--- src/rtl/mcu_bus_responder.sv ---
// rtl/mcu_bus_responder.sv - bus-slave register bank for the multiplexed MCU configuration interface
//
// Decodes ALE/CSbar/Rbar/Wbar bus cycles on the rising edge of clock, latches the
// 16-bit address {ABUS, dbus_in}, and commits the last sampled write data to one
// of NUM_REGS registers when CSbar is released.
// Optional read-back onto DBUS is built when MCU_BUS_READBACK_EN is defined.
//
// Ports:
//   clock, reset        - system clock, synchronous active-high reset
//   ABUS, dbus_in       - address high byte / multiplexed address low byte and data
//   CSbar, ALE          - cycle framing and address latch enable
//   Rbar, Wbar          - read and write strobes, active low (Wbar wins)
//   dbus_out, dbus_oe   - registered read data and DBUS output enable
//   B0..B6, operand,
//   hour, minute        - register contents, driven directly from the bank
//   wr_strobe, wr_index - one-cycle commit pulse and index of the last commit
module mcu_bus_responder #(
    parameter int          NUM_REGS  = 10,
    parameter logic [15:0] BASE_ADDR = 16'h0000,
    parameter int          DATA_W    = 8
) (
    input  logic              clock,
    input  logic              reset,
    input  logic [7:0]        ABUS,
    input  logic [DATA_W-1:0] dbus_in,
    output logic [DATA_W-1:0] dbus_out,
    output logic              dbus_oe,
    input  logic              CSbar,
    input  logic              ALE,
    input  logic              Rbar,
    input  logic              Wbar,
    output logic [DATA_W-1:0] B0,
    output logic [DATA_W-1:0] B1,
    output logic [DATA_W-1:0] B2,
    output logic [DATA_W-1:0] B3,
    output logic [DATA_W-1:0] B4,
    output logic [DATA_W-1:0] B5,
    output logic [DATA_W-1:0] B6,
    output logic [DATA_W-1:0] operand,
    output logic [DATA_W-1:0] hour,
    output logic [DATA_W-1:0] minute,
    output logic              wr_strobe,
    output logic [3:0]        wr_index
);

    localparam logic [1:0] ST_IDLE = 2'd0;
    localparam logic [1:0] ST_ADDR = 2'd1;
    localparam logic [1:0] ST_DATA = 2'd2;

    // The bank always holds at least the ten named registers.
    localparam int ARR = (NUM_REGS > 10) ? NUM_REGS : 10;

    logic [1:0]        state_q, state_d;
    logic [15:0]       addr_q, addr_d;
    logic [DATA_W-1:0] shadow_q, shadow_d;
    logic              wflag_q, wflag_d;
    logic              wr_strobe_q, wr_strobe_d;
    logic [3:0]        wr_index_q, wr_index_d;
    logic [DATA_W-1:0] regs_q [ARR];
    logic [DATA_W-1:0] regs_d [ARR];

    // Full 16-bit range check: a 17-bit difference catches addresses below BASE_ADDR,
    // so nothing aliases into the bank.
    logic [16:0] diff;
    logic [3:0]  idx;
    logic        in_range;
    logic        commit;

    assign diff     = {1'b0, addr_q} - {1'b0, BASE_ADDR};
    assign idx      = diff[3:0];
    assign in_range = !diff[16] && (diff[15:0] < 16'(NUM_REGS));

    always_comb begin
        state_d     = state_q;
        addr_d      = addr_q;
        shadow_d    = shadow_q;
        wflag_d     = wflag_q;
        commit      = 1'b0;
        case (state_q)
            ST_IDLE: begin
                if (!CSbar && ALE) begin
                    addr_d  = {ABUS, dbus_in};
                    state_d = ST_ADDR;
                end
            end
            ST_ADDR: begin
                if (CSbar) begin
                    state_d = ST_IDLE;
                end else if (ALE) begin
                    addr_d = {ABUS, dbus_in};
                end else begin
                    shadow_d = dbus_in;
                    wflag_d  = ~Wbar;
                    state_d  = ST_DATA;
                end
            end
            ST_DATA: begin
                if (CSbar) begin
                    commit  = wflag_q && in_range;
                    state_d = ST_IDLE;
                end else if (ALE) begin
                    // New address phase inside the same select: drop pending data.
                    addr_d   = {ABUS, dbus_in};
                    shadow_d = '0;
                    wflag_d  = 1'b0;
                    state_d  = ST_ADDR;
                end else begin
                    shadow_d = dbus_in;
                    wflag_d  = ~Wbar;
                end
            end
            default: state_d = ST_IDLE;
        endcase
    end

    always_comb begin
        regs_d      = regs_q;
        wr_strobe_d = commit;
        wr_index_d  = wr_index_q;
        if (commit) begin
            regs_d[idx] = shadow_q;
            wr_index_d  = idx;
        end
    end

    always_ff @(posedge clock) begin
        if (reset) begin
            state_q     <= ST_IDLE;
            addr_q      <= '0;
            shadow_q    <= '0;
            wflag_q     <= 1'b0;
            wr_strobe_q <= 1'b0;
            wr_index_q  <= '0;
            for (int i = 0; i < ARR; i++) regs_q[i] <= '0;
        end else begin
            state_q     <= state_d;
            addr_q      <= addr_d;
            shadow_q    <= shadow_d;
            wflag_q     <= wflag_d;
            wr_strobe_q <= wr_strobe_d;
            wr_index_q  <= wr_index_d;
            regs_q      <= regs_d;
        end
    end

`ifdef MCU_BUS_READBACK_EN
    logic              oe_q, oe_d;
    logic [DATA_W-1:0] rdata_q, rdata_d;

    always_comb begin
        oe_d = oe_q;
        if (state_q == ST_DATA && !CSbar && !ALE && !Rbar && Wbar) begin
            oe_d = 1'b1;
        end else if (CSbar || !Wbar || ALE) begin
            oe_d = 1'b0;
        end
        rdata_d = (oe_d && in_range) ? regs_q[idx] : '0;
    end

    always_ff @(posedge clock) begin
        if (reset) begin
            oe_q    <= 1'b0;
            rdata_q <= '0;
        end else begin
            oe_q    <= oe_d;
            rdata_q <= rdata_d;
        end
    end

    assign dbus_oe  = oe_q;
    assign dbus_out = rdata_q;
`else
    logic unused_rbar;
    assign unused_rbar = Rbar;
    assign dbus_oe     = 1'b0;
    assign dbus_out    = '0;
`endif

    assign B0        = regs_q[0];
    assign B1        = regs_q[1];
    assign B2        = regs_q[2];
    assign B3        = regs_q[3];
    assign B4        = regs_q[4];
    assign B5        = regs_q[5];
    assign B6        = regs_q[6];
    assign operand   = regs_q[7];
    assign hour      = regs_q[8];
    assign minute    = regs_q[9];
    assign wr_strobe = wr_strobe_q;
    assign wr_index  = wr_index_q;

endmodule
--- config.mk ---
export PLATFORM = sky130hd
export DESIGN_NAME = mcu_bus_responder
export DESIGN_NICKNAME = d
export VERILOG_FILES = /design/src/rtl/mcu_bus_responder.sv
export SDC_FILE = /design/constraint.sdc
export NUM_CORES = 1
export LEC_CHECK = 0
export CAP_MARGIN = 0
export CORE_MARGIN = 8
export CORE_UTILIZATION = 45
export CTS_CLUSTER_DIAMETER = 30
export CTS_CLUSTER_SIZE = 25
export DETAILED_ROUTE_END_ITERATION = 8
export PLACE_DENSITY = 0.74
export SLEW_MARGIN = 10
export SYNTH_ARGS = -nofsm -noshare
export SYNTH_HDL_FRONTEND = slang
export SYNTH_SLANG_ARGS = --single-unit
--- constraint.sdc ---
create_clock -name clock -period 3.2 [get_ports clock]
set_clock_uncertainty 0.15 [all_clocks]
set_input_delay 0.32 -clock clock [delete_from_list [all_inputs] [get_ports clock]]
set_output_delay 0.32 -clock clock [all_outputs]
set_load 0.005 [all_outputs]
* After elaboration in Yosys (flattened, before gate mapping)
Cells that the tools add are included.
Cells by class: equality and inequality tests 10, reductions and logical operators 11, muxes and demuxes 25, magnitude comparators 3, bitwise gates (word level) 2
Operators with widths (number):
- $bwmux W80 | 1
- $mux W16 | 3
- $mux W8 | 5
- $demux W8 S4 | 1
- $pmux W16 S2 | 1
- $lt A16 B4 Y1 const B | 1
- $pmux W8 S2 | 1
- $mux W2 | 5
- $ne A2 B2 Y1 const B | 5
- $reduce_and A4 Y1 | 2
- $mux W1 | 6
- $ne A3 B3 Y1 const B | 2
- $pmux W2 S3 | 1
- $ge A5 B5 Y1 const B | 1
- $lt A5 B1 Y1 const B | 1
- $not A4 Y5 | 1
- $reduce_bool A2 Y1 | 2
- $logic_and A1 B1 Y1 | 3
- $reduce_and A3 Y1 | 1
- $eq A2 B1 Y1 const B | 1
- $eq A2 B2 Y1 const B | 1
- $logic_not A2 Y1 | 1
- $ne A2 B1 Y1 const B | 1
- $pmux W1 S2 | 1
- 3 further kinds | 3
Word-level totals: bits of input ports 22, register bits after elaboration 112, output and inout bits 94

* Longest topological paths before layout
Gate-level depths: netlist of the first run.
word-level depth 6, gate-level depth with buffers 7

* Least setup slack after synthesis of the first run
Ideal clock, no wire load.
kind register to register, start reg state_q[0], end reg regs_q, in the netlist operand[0], path slack 1.086 ns, arrival 1.832 ns, library setup time 0.132 ns, stages on the path, launching flop included 8, cells stage by stage dfxtp_1 inv_1 ha_1 or4b_1 nor4_2 buf_6 nand4_4 mux2i_1
Between the ends: cells in the longest elaborated chain, start to end 2
Ends and longest elaborated chain:
- start: declaration | line 53 | logic [1:0] state_q, state_d;
- start signal: assignment | line 136 | state_q <= state_d;
- $eq A2 B2 Y1 | line 79 | case (state_q)
- $mux W1 | line 79
- end signal: assignment | line 142 | regs_q <= regs_d;
- end: declaration | line 59 | logic [DATA_W-1:0] regs_q [ARR];
No other way between the ends. A chain may end at the register's enable or synchronous reset.

* Final worst setup path of the first run
start reg state_q[0], end reg regs_q, in the netlist B3[5]
The elaborated chain is that of the path after synthesis.

==> results of run 1 <==
[metal layers]
| layer | GRT usage | routed length, um |
|---|---|---|
| met1 | 0.1910 | 4954 |
| met4 | 0.06325 | 216 |
| met5 | 0 | 0 |
| met2 | 0.2597 | 5258 |
| met3 | 0.04807 | 628 |
[area by class of cell]
cell class	count	area (sq um)	area share
Sequential cell	112	2242	0.3742
Timing Repair Buffer	110	1084	0.1808
Tap cell	136	170.2	0.02840
Multi-Input combinational cell	294	2312	0.3859
Clock buffer	9	123.9	0.02067
Inverter	2	7.507	0.001253
Clock inverter	6	52.55	0.008770
[cell usage after synthesis (2+ instances only)]
| cell type | count |
|---|---|
| sky130_fd_sc_hd__nand4_1 | 4 |
| sky130_fd_sc_hd__buf_1 | 2 |
| sky130_fd_sc_hd__nor2b_1 | 7 |
| sky130_fd_sc_hd__nand4_4 | 2 |
| sky130_fd_sc_hd__dfxtp_1 | 112 |
| sky130_fd_sc_hd__buf_2 | 2 |
| sky130_fd_sc_hd__nand3_4 | 8 |
| sky130_fd_sc_hd__nor2_1 | 28 |
| sky130_fd_sc_hd__nand2_1 | 2 |
| sky130_fd_sc_hd__buf_4 | 9 |
| sky130_fd_sc_hd__nor3_1 | 2 |
| sky130_fd_sc_hd__o21ai_1 | 5 |
| sky130_fd_sc_hd__mux2i_1 | 107 |
| sky130_fd_sc_hd__ha_1 | 4 |
| sky130_fd_sc_hd__clkbuf_1 | 23 |
| sky130_fd_sc_hd__or4b_1 | 2 |
| sky130_fd_sc_hd__nand2b_1 | 88 |
| sky130_fd_sc_hd__and2_1 | 8 |
| sky130_fd_sc_hd__inv_1 | 2 |
| sky130_fd_sc_hd__a21oi_1 | 5 |
[worst min path at each step]
stage          startpoint     endpoint  slack (ns)
6_report            reset  shadow_q[4]        0.29
5_1_grt             reset  shadow_q[7]        0.31
4_1_cts             reset    addr_q[7]        0.27
3_5_place_dp        B0[2]        B0[2]        0.32
3_3_place_gp        B1[1]        B1[1]        0.31
2_1_floorplan   addr_q[4]    addr_q[4]        0.30
[cells by family (layout without fill, tap and decap cells)]
| group | Yosys count | after routing | synth area share |
|---|---|---|---|
| simple gates | 160 | 160 | 0.2271 |
| flops | 112 | 112 | 0.4765 |
| mux | 107 | 107 | 0.2276 |
| buf+inv | 39 | 127 | 0.04041 |
| compound gates | 14 | 14 | 0.01702 |
| fa+ha+maj | 4 | 4 | 0.01064 |
| other cells | 1 | 9 | 0.0007969 |
[through the flow]
step	utilization	hold WS, ns	worst slack, ns	std cells
6_report	0.5857	0.2852	0.7464	669
2_1_floorplan	-	0.3009	1.086	445
3_5_place_dp	0.5684	0.3163	0.6733	654
4_1_cts	0.5857	0.2740	0.7360	669
5_1_grt	0.5857	0.3095	0.6093	669
3_3_place_gp	0.5684	0.3111	0.7033	654
[state kept, by name, summed over array words and instances, names as in the netlist]
register / count
hour: 8
minute: 8
state_q: 2
B0: 8
wr_index: 4
B5: 8
operand: 8
addr_q: 16
B6: 8
B3: 8
B4: 8
shadow_q: 8
wflag_q: 1
wr_strobe: 1
B1: 8
B2: 8
[power by group]
part / total, mW / switching [mW] / leakage, nW / internal (mW)
registers: 1.44 / 0.0228 / 0.904 / 1.42
clock network: 0.772 / 0.481 / 0.0902 / 0.291
logic: 0.236 / 0.127 / 1.57 / 0.109
total: 2.45 / 0.631 / 2.56 / 1.82
==> impl_metrics.json, run 1 <==
{
  "root_buffer": "sky130_fd_sc_hd__clkbuf_8",
  "cp-startpoint": "state_q[0]",
  "finalSetupTns_ns": 0,
  "drt-wirelength-per-cell_um": 16.53,
  "arrival_ns": 2.53,
  "cp-start-kind": "flop",
  "result_of_the_run": "complete, no violations",
  "cpPeakStageDelay_ns": 0.50,
  "timing.max_slew.rel_slack": 0.5039,
  "min_delay_path_depth": 2,
  "drt_iter0_markers": 127,
  "die_area_sq_mm": 0.01399,
  "instance_count_of_the_mapped_netlist": 437,
  "report.final.setup_viol": 0,
  "worst-slew-pin-transition_ns": 0.7374,
  "ys_ff_latch": 112,
  "post_cts_hold_buffer_count": 0,
  "synthTopCellsByArea": "sky130_fd_sc_hd__dfxtp_1 48%, sky130_fd_sc_hd__mux2i_1 23%, sky130_fd_sc_hd__nand2b_1 12%, sky130_fd_sc_hd__nand3_4 3.0%, sky130_fd_sc_hd__nor2_1 2.2%",
  "design_area_sq_mm": 0.005992,
  "timing.hold.worst.class": "in -> reg",
  "grt_setup_unrepaired": "false",
  "cts_resized": 0,
  "period_needed_ns": 2.454,
  "grt_overflow": 0,
  "synthToLayoutAreaGrowth_pct": 27.33,
  "final_layout_size_suffix_gt1_frac": 0.06379,
  "fill_cells": 891,
  "grt_max_degree": 63,
  "drt-vias-per-instance": 4.895,
  "required_ns": 3.27,
  "buffer_depth_of_the_longest_clock_path": 2,
  "totalWireLength_um": 11060,
  "critical_path.reg2reg.endpoint": "B3[5]",
  "cts.sink_count": 112,
  "cts.repair_timing.setup_buffer_count": 0,
  "synthDistinctLibCells": 35,
  "period_utilization": 0.7667,
  "worst-setup-path-type": "reg -> reg",
  "crit_path_end_kind": "flop",
  "yosys.area.top_type_share": 0.4765,
  "ant_nets": 0,
  "design.core.area_sq_mm": 0.01023,
  "ys.warnings.count": 0,
  "path_max_fanout": 10,
  "postSynthAreaPerCell_sq_um": 10.77,
  "cp_cell_sequence": "inv_1, ha_1, or4b_1, nor4_4, buf_4, nand4_4, mux2i_1",
  "finish.net_count": 555,
  "finalWeightedCongestion": 0.7380,
  "path_buf_inv": 2,
  "r2r.worst_path.cells": 7,
  "slew_viol_final": 0,
  "dpl_wire_length_um": 7815,
  "synthDominantAreaCellType": "sky130_fd_sc_hd__dfxtp_1",
  "vertical_die_dimension_um": 118.3,
  "worst_setup_hold_path_clk_slew_ns": 0.10,
  "floorplan.initialDensity": 0.4599,
  "number_of_global_route_vias_before_repair": 3386,
  "antenna_violations_before_repair": 0,
  "groute.usage.overall": 0.1586,
  "drt_pre_antenna_iters": 4,
  "asyncSetResetFlopFracSynth": 0,
  "timing.critical_path.depth": 7,
  "maxCapViolCount": 0,
  "deepest_level_of_the_cts_h_tree": 3,
  "postSynth.topFlopCell": "sky130_fd_sc_hd__dfxtp_1",
  "dpl_cell_area_sq_mm": 0.005816,
  "mostFrequentLayoutCells": "112 x sky130_fd_sc_hd__dfxtp_1, 107 x sky130_fd_sc_hd__mux2i_1, 104 x sky130_fd_sc_hd__clkdlybuf4s50_1",
  "power_leakage_nw": 2.564,
  "hold_viol": 0,
  "ys_seq_area_frac": 0.4765,
  "maxClockFrequency_ghz": 0.4076,
  "number_of_antenna_repair_diodes": 0,
  "drc": 0,
  "portBuffers": 105,
  "tritoncts_clock_tree": "built",
  "cellPowerDensity_mw_per_mm2": 408.8,
  "post-layout-total-power_mw": 2.449,
  "clock_latency_on_the_worst_skew_pair_ns": 0.36,
  "crit-reg2reg-launch": "state_q[0]",
  "grt_pass1_wl_um": 18040,
  "vdd_drop_max_mv": 0.3025,
  "final_common_cell": "sky130_fd_sc_hd__dfxtp_1",
  "route.vias.total": 3275,
  "worst_setup_path_endpoint": "B3[5]",
  "combined_area_of_all_synthesized_cells_sq_mm": 0.004706,
  "floorplan.io_pins": 116,
  "cts_bufs_inserted": 9,
  "count_of_flip_flops_with_a_built_in_enable_after_synthesis": 0,
  "critical_path.slowest_cell": "sky130_fd_sc_hd__or4b_1",
  "rows": 37,
  "worst-r2r-setup-slack_ns": 0.75,
  "die_width_um": 118.3,
  "cpLargestDelayFamily": "simple AND/OR/NAND/NOR gates"
}
No activity file was read; power rests on OpenSTA's default activity.
==> inputs of run 2 (changes only) <==
--- a/config.mk
+++ b/config.mk
@@ -7,11 +7,11 @@
 export LEC_CHECK = 0
 export CAP_MARGIN = 0
 export CORE_MARGIN = 8
-export CORE_UTILIZATION = 45
+export CORE_UTILIZATION = 44
 export CTS_CLUSTER_DIAMETER = 30
 export CTS_CLUSTER_SIZE = 25
 export DETAILED_ROUTE_END_ITERATION = 8
-export PLACE_DENSITY = 0.74
+export PLACE_DENSITY = 0.75
 export SLEW_MARGIN = 10
 export SYNTH_ARGS = -nofsm -noshare
 export SYNTH_HDL_FRONTEND = slang
==> constraint.sdc (replaced) <==
create_clock -name clock -period 2 [get_ports clock]
set_clock_uncertainty 0.15 [all_clocks]
set_input_delay 0.2 -clock clock [delete_from_list [all_inputs] [get_ports clock]]
set_output_delay 0.2 -clock clock [all_outputs]
set_load 0.005 [all_outputs]
==> run 2 against run 1 <==
Effect of this change:
- the run now ends with negative setup slack left
- largest power group unchanged
- non-clock buffer count grew 23
- sequential power grew 60%
- via count grew 5.4%
==> impl_metrics.json, run 2 (synthesis results as in run 1) <==
{
  "buffer_depth_of_the_longest_clock_path": 2,
  "dpl_cell_area_sq_mm": 0.006006,
  "required_ns": 2.07,
  "power_leakage_nw": 2.703,
  "floorplan.initialDensity": 0.4538,
  "floorplan.io_pins": 116,
  "grt_setup_unrepaired": "true",
  "mostFrequentLayoutCells": "110 x sky130_fd_sc_hd__dfxtp_1, 107 x sky130_fd_sc_hd__mux2i_1, 104 x sky130_fd_sc_hd__clkdlybuf4s50_1",
  "path_max_fanout": 8,
  "final_common_cell": "sky130_fd_sc_hd__dfxtp_1",
  "drt-wirelength-per-cell_um": 17.04,
  "final_layout_size_suffix_gt1_frac": 0.1257,
  "drc": 0,
  "fin_util": 0.6049,
  "timing.max_slew.rel_slack": 0.5743,
  "vdd_drop_max_mv": 0.4366,
  "groute.usage.overall": 0.1631,
  "finalWeightedCongestion": 0.8203,
  "design.core.area_sq_mm": 0.01037,
  "period_utilization": 1.076,
  "crit_path_end_kind": "flop",
  "violations": "negative setup slack",
  "number_of_antenna_repair_diodes": 0,
  "totalWireLength_um": 11810,
  "antenna_violations_before_repair": 0,
  "arrival_ns": 2.23,
  "worst-setup-path-type": "reg -> reg",
  "vertical_die_dimension_um": 119.4,
  "drt_iter0_markers": 172,
  "die_width_um": 119.4,
  "cpPeakStageDelay_ns": 0.57,
  "maxClockFrequency_ghz": 0.4647,
  "cellPowerDensity_mw_per_mm2": 645.7,
  "period_needed_ns": 2.152,
  "cp-start-kind": "flop",
  "grt_pass1_wl_um": 18930,
  "timing.hold.worst.class": "in -> reg",
  "portBuffers": 105,
  "grt_overflow": 0,
  "slew_viol_final": 0,
  "clock_latency_on_the_worst_skew_pair_ns": 0.36,
  "dpl_wire_length_um": 8683,
  "rows": 37,
  "finish.net_count": 578,
  "result_of_the_run": "finished, violations left",
  "tritoncts_clock_tree": "built",
  "cp_cell_sequence": "or4_4, nor4_4, buf_4, buf_12, nand4_4, mux2i_1",
  "drt-vias-per-instance": 4.983,
  "hold_viol": 0,
  "postLayoutSetupSlackWorst_ns": -0.1517,
  "worst_setup_hold_path_clk_slew_ns": 0.10,
  "max_ffs_per_register": 16,
  "cts_bufs_inserted": 9,
  "number_of_global_route_vias_before_repair": 3668,
  "design_area_sq_mm": 0.006272,
  "die_area_sq_mm": 0.01426,
  "fill_cells": 883,
  "report.final.setup_viol": 84,
  "grt_max_degree": 50,
  "ant_nets": 0,
  "route.vias.total": 3453,
  "root_buffer": "sky130_fd_sc_hd__clkbuf_8",
  "cts.sink_count": 112,
  "registers.top_by_ff_count": "addr_q",
  "deepest_level_of_the_cts_h_tree": 3,
  "synthToLayoutAreaGrowth_pct": 33.29,
  "drt_pre_antenna_iters": 4,
  "critical_path.slowest_cell": "sky130_fd_sc_hd__or4_4",
  "maxCapViolCount": 0,
  "worst-slew-pin-transition_ns": 0.6386
}
-- run 2: changes by cell type in the layout (fill, tap and decap cells not counted), sizes merged --
| cell | change |
|---|---|
| clkbuf | +2 |
| buf | +22 |
-- run 2: final timing paths --
kind	from	end	cells after the start	slack (ns)
min reg2reg	wr_index[2]	wr_index[2]	2	0.31
max	addr_q[5]	B3[5]	6	-0.15
min	reset	addr_q[14]	2	0.1
max reg2reg	addr_q[5]	B3[5]	6	-0.15
-- run 2: timing repair --
action / 4_1_cts / 5_1_grt
pin swaps: 0 / 9
gates cloned: 0 / 1
endpoints found under the setup margin: 80 / 84
resized for setup: 1 / 8
hold buffers: 0 / 0
buffers inserted: 0 / 2
-- run 2: power by group --
group          total, mW  internal, mW  switching [mW]
logic              0.453         0.222           0.230
clock network       1.29         0.485           0.803
registers           2.31          2.27          0.0366
-- run 2: layout make-up --
cell class | instances | area (sq um) | area share
Clock inverter | 6 | 62.56 | 0.009974
Multi-Input combinational cell | 294 | 2361 | 0.3764
Clock buffer | 10 | 127.6 | 0.02035
Sequential cell | 112 | 2245 | 0.3579
Timing Repair Buffer | 133 | 1299 | 0.2071
Tap cell | 136 | 170.2 | 0.02713
Inverter | 2 | 7.507 | 0.001197
-- run 2: critical path: cells and delay by family, from the launching register on --
kind / cells / cell delay (ns)
buffers and inverters: 2 / 0.31
multiplexers: 1 / 0.18
AND/OR/NAND/NOR: 3 / 1.04
flip-flops: 1 / 0.33
-- run 2: per-layer routing --
layer  global-route usage  part of all wire
met1               0.1929              0.42
met2               0.2852              0.50
met3              0.03684             0.061
met4              0.05543             0.016
met5                    0                 0
-- run 2: metrics by stage --
stage,worst slack (ns),hold WS [ns],setup TNS (ns),instances,total power [mW]
after detailed placement,-0.1496,0.3172,-7.644,674,2.801
after global placement,-0.1362,0.3130,-6.502,674,2.787
after global routing,-0.2398,0.1171,-14.12,693,4.213
final,-0.1517,0.09999,-8.330,693,4.050
after CTS,-0.1477,0.08335,-7.185,690,4.077
after floorplan,-0.02324,0.1968,-0.3719,445,2.645
==> inputs of run 3 (changes only) <==
--- a/config.mk
+++ b/config.mk
@@ -6,12 +6,15 @@
 export NUM_CORES = 1
 export LEC_CHECK = 0
 export CAP_MARGIN = 0
+export CELL_PAD_IN_SITES_DETAIL_PLACEMENT = 0
+export CELL_PAD_IN_SITES_GLOBAL_PLACEMENT = 1
 export CORE_MARGIN = 8
-export CORE_UTILIZATION = 44
+export CORE_UTILIZATION = 34
 export CTS_CLUSTER_DIAMETER = 30
 export CTS_CLUSTER_SIZE = 25
 export DETAILED_ROUTE_END_ITERATION = 8
-export PLACE_DENSITY = 0.75
+export GPL_TIMING_DRIVEN = 0
+export PLACE_DENSITY_LB_ADDON = 0.1
 export SLEW_MARGIN = 10
 export SYNTH_ARGS = -nofsm -noshare
 export SYNTH_HDL_FRONTEND = slang
==> run 3 against run 2 <==
Effect of this change:
- the run still ends with negative setup slack left
- flip-flop and latch count unchanged
- total power increased by 13%
- critical path depth unchanged
- critical path type unchanged
- largest cell class unchanged
- maximum frequency decreased by 0.89%
==> impl_metrics.json, run 3 (synthesis results as in run 1) <==
{
  "result_of_the_run": "finished, violations left",
  "violations": "negative setup slack",
  "grt_setup_unrepaired": "true",
  "post-layout-total-power_mw": 4.570,
  "design_area_sq_mm": 0.006484,
  "design.core.area_sq_mm": 0.01372,
  "final_layout_size_suffix_gt1_frac": 0.1204,
  "grt_max_degree": 17,
  "path_max_fanout": 8,
  "number_of_global_route_vias_before_repair": 3514,
  "worst-slew-pin-transition_ns": 0.7920,
  "route.vias.total": 3382,
  "layout.cells.non_filler": 753,
  "root_buffer": "sky130_fd_sc_hd__clkbuf_16",
  "synthToLayoutAreaGrowth_pct": 37.78,
  "registers.top_by_ff_count": "addr_q",
  "period_utilization": 1.086,
  "m1WireLength_um": 5700,
  "required_ns": 2.05,
  "drt_pre_antenna_iters": 4,
  "arrival_ns": 2.22,
  "grt_pass1_wl_um": 19400,
  "grt_overflow": 0,
  "vdd_drop_max_mv": 0.3490,
  "drt_iter0_markers": 77,
  "crit_path_end_kind": "flop",
  "totalWireLength_um": 12230,
  "maxCapViolCount": 0,
  "timing.hold.worst.class": "in -> reg",
  "antenna_violations_before_repair": 0,
  "pre_cts_ws_ns": -0.4765,
  "maxClockFrequency_ghz": 0.4606,
  "ant_nets": 0,
  "cellPowerDensity_mw_per_mm2": 704.8,
  "crit-reg2reg-launch": "addr_q[9]",
  "number_of_antenna_repair_diodes": 0,
  "vertical_die_dimension_um": 133.6,
  "drc": 0,
  "met2RoutedLength_um": 5665,
  "period_needed_ns": 2.171,
  "portBuffers": 104,
  "buffer_depth_of_the_longest_clock_path": 2,
  "worst-setup-path-type": "reg -> reg",
  "die_width_um": 133.6,
  "cts.sink_count": 112,
  "min_to": "B0[1]",
  "max_ffs_per_register": 16,
  "floorplan.io_pins": 116,
  "critical_path.reg2reg.endpoint": "B3[2]",
  "mostFrequentLayoutCells": "109 x sky130_fd_sc_hd__dfxtp_1, 107 x sky130_fd_sc_hd__mux2i_1, 104 x sky130_fd_sc_hd__clkdlybuf4s50_1",
  "post-place-cells": 729,
  "die_area_sq_mm": 0.01786,
  "groute.usage.overall": 0.1390,
  "cp-start-kind": "flop",
  "power_leakage_nw": 2.760,
  "drt-wirelength-per-cell_um": 16.24,
  "slew_viol_final": 0,
  "rows": 43,
  "wl_met3_um": 670,
  "worst_setup_hold_path_clk_slew_ns": 0.07,
  "finalWeightedCongestion": 0.7272,
  "timing.max_slew.rel_slack": 0.4720,
  "hold_viol": 0,
  "dpl_wire_length_um": 8848,
  "fin_util": 0.4726,
  "postLayoutSetupSlackWorst_ns": -0.1711,
  "top_signal_layer_used": "met4",
  "cts_bufs_inserted": 9,
  "floorplan.initialDensity": 0.3430,
  "worst-r2r-setup-slack_ns": -0.17,
  "report.final.setup_viol": 84,
  "fill_cells": 1336,
  "clock_latency_on_the_worst_skew_pair_ns": 0.35,
  "drt-vias-per-instance": 4.491,
  "deepest_level_of_the_cts_h_tree": 3,
  "finish.net_count": 595,
  "min_from": "reset",
  "dpl_cell_area_sq_mm": 0.006017,
  "final_common_cell": "sky130_fd_sc_hd__dfxtp_1",
  "r2r.worst_path.cells": 6,
  "min_delay_path_depth": 3,
  "tritoncts_clock_tree": "built"
}
## run 3: changes by cell type in the layout (fill, tap and decap cells not counted), sizes merged
cell / delta
clkbuf: +22
buf: -4
bufinv: +1
clkinv: -1
inv: -2
## run 3: per-stage QoR
stage	hold WS (ns)	TNS [ns]
finish	0.1934	-10.02
CTS	0.1800	-18.00
global placement	0.3133	-30.62
floorplan	0.1968	-0.3719
global route	0.2384	-17.95
detailed placement	0.3165	-33.09
## run 3: metal layers
metal	vias up	global-route usage
met5	-	0
met4	0	0.05989
met3	12	0.03916
met2	72	0.2212
met1	1582	0.1719
li1	1716	-
## run 3: critical path, stage by stage, from the launching register on
cell and delay (ns):
sky130_fd_sc_hd__dfxtp_2 0.32, sky130_fd_sc_hd__or4_4 0.55, sky130_fd_sc_hd__nor4_4 0.28, sky130_fd_sc_hd__buf_4 0.17, sky130_fd_sc_hd__buf_8 0.14, sky130_fd_sc_hd__nand4_4 0.20, sky130_fd_sc_hd__mux2i_1 0.19
## run 3: worst max path at each step
| stage | start | end | cells after the start |
|---|---|---|---|
| detailed placement | ALE | addr_q[7] | 7 |
| global route | addr_q[9] | B3[2] | 6 |
| floorplan | state_q[0] | B3[0] | 7 |
| finish | addr_q[9] | B3[2] | 6 |
| CTS | state_q[0] | operand[6] | 8 |
| global placement | ALE | addr_q[6] | 7 |
## run 3: what timing repair did
action,4_1_cts,5_1_grt
buffers inserted,5,4
setup endpoints to repair,103,95
gates resized for setup,13,13
cloned,1,0
hold buffers,0,0
pin swaps,7,6
## run 3: where the power goes
part	switching [mW]	leakage (nW)	internal, mW
logic	0.252	1.71	0.241
clock network	0.782	0.145	0.993
registers	0.0300	0.906	2.27
total	1.06	2.76	3.51
## run 3: cell type report
class                      count  area [sq um]  share of cell area
multi-input combinational    294          2397              0.3697
sequential                   112          2248              0.3468
timing repair buffer         114          1124              0.1733
clock buffer                  11         242.7             0.03744
tap                          180         225.2             0.03474
buffer                        36         193.9             0.02991
clock inverter                 4         45.04            0.006947
inverter                       2         7.507            0.001158
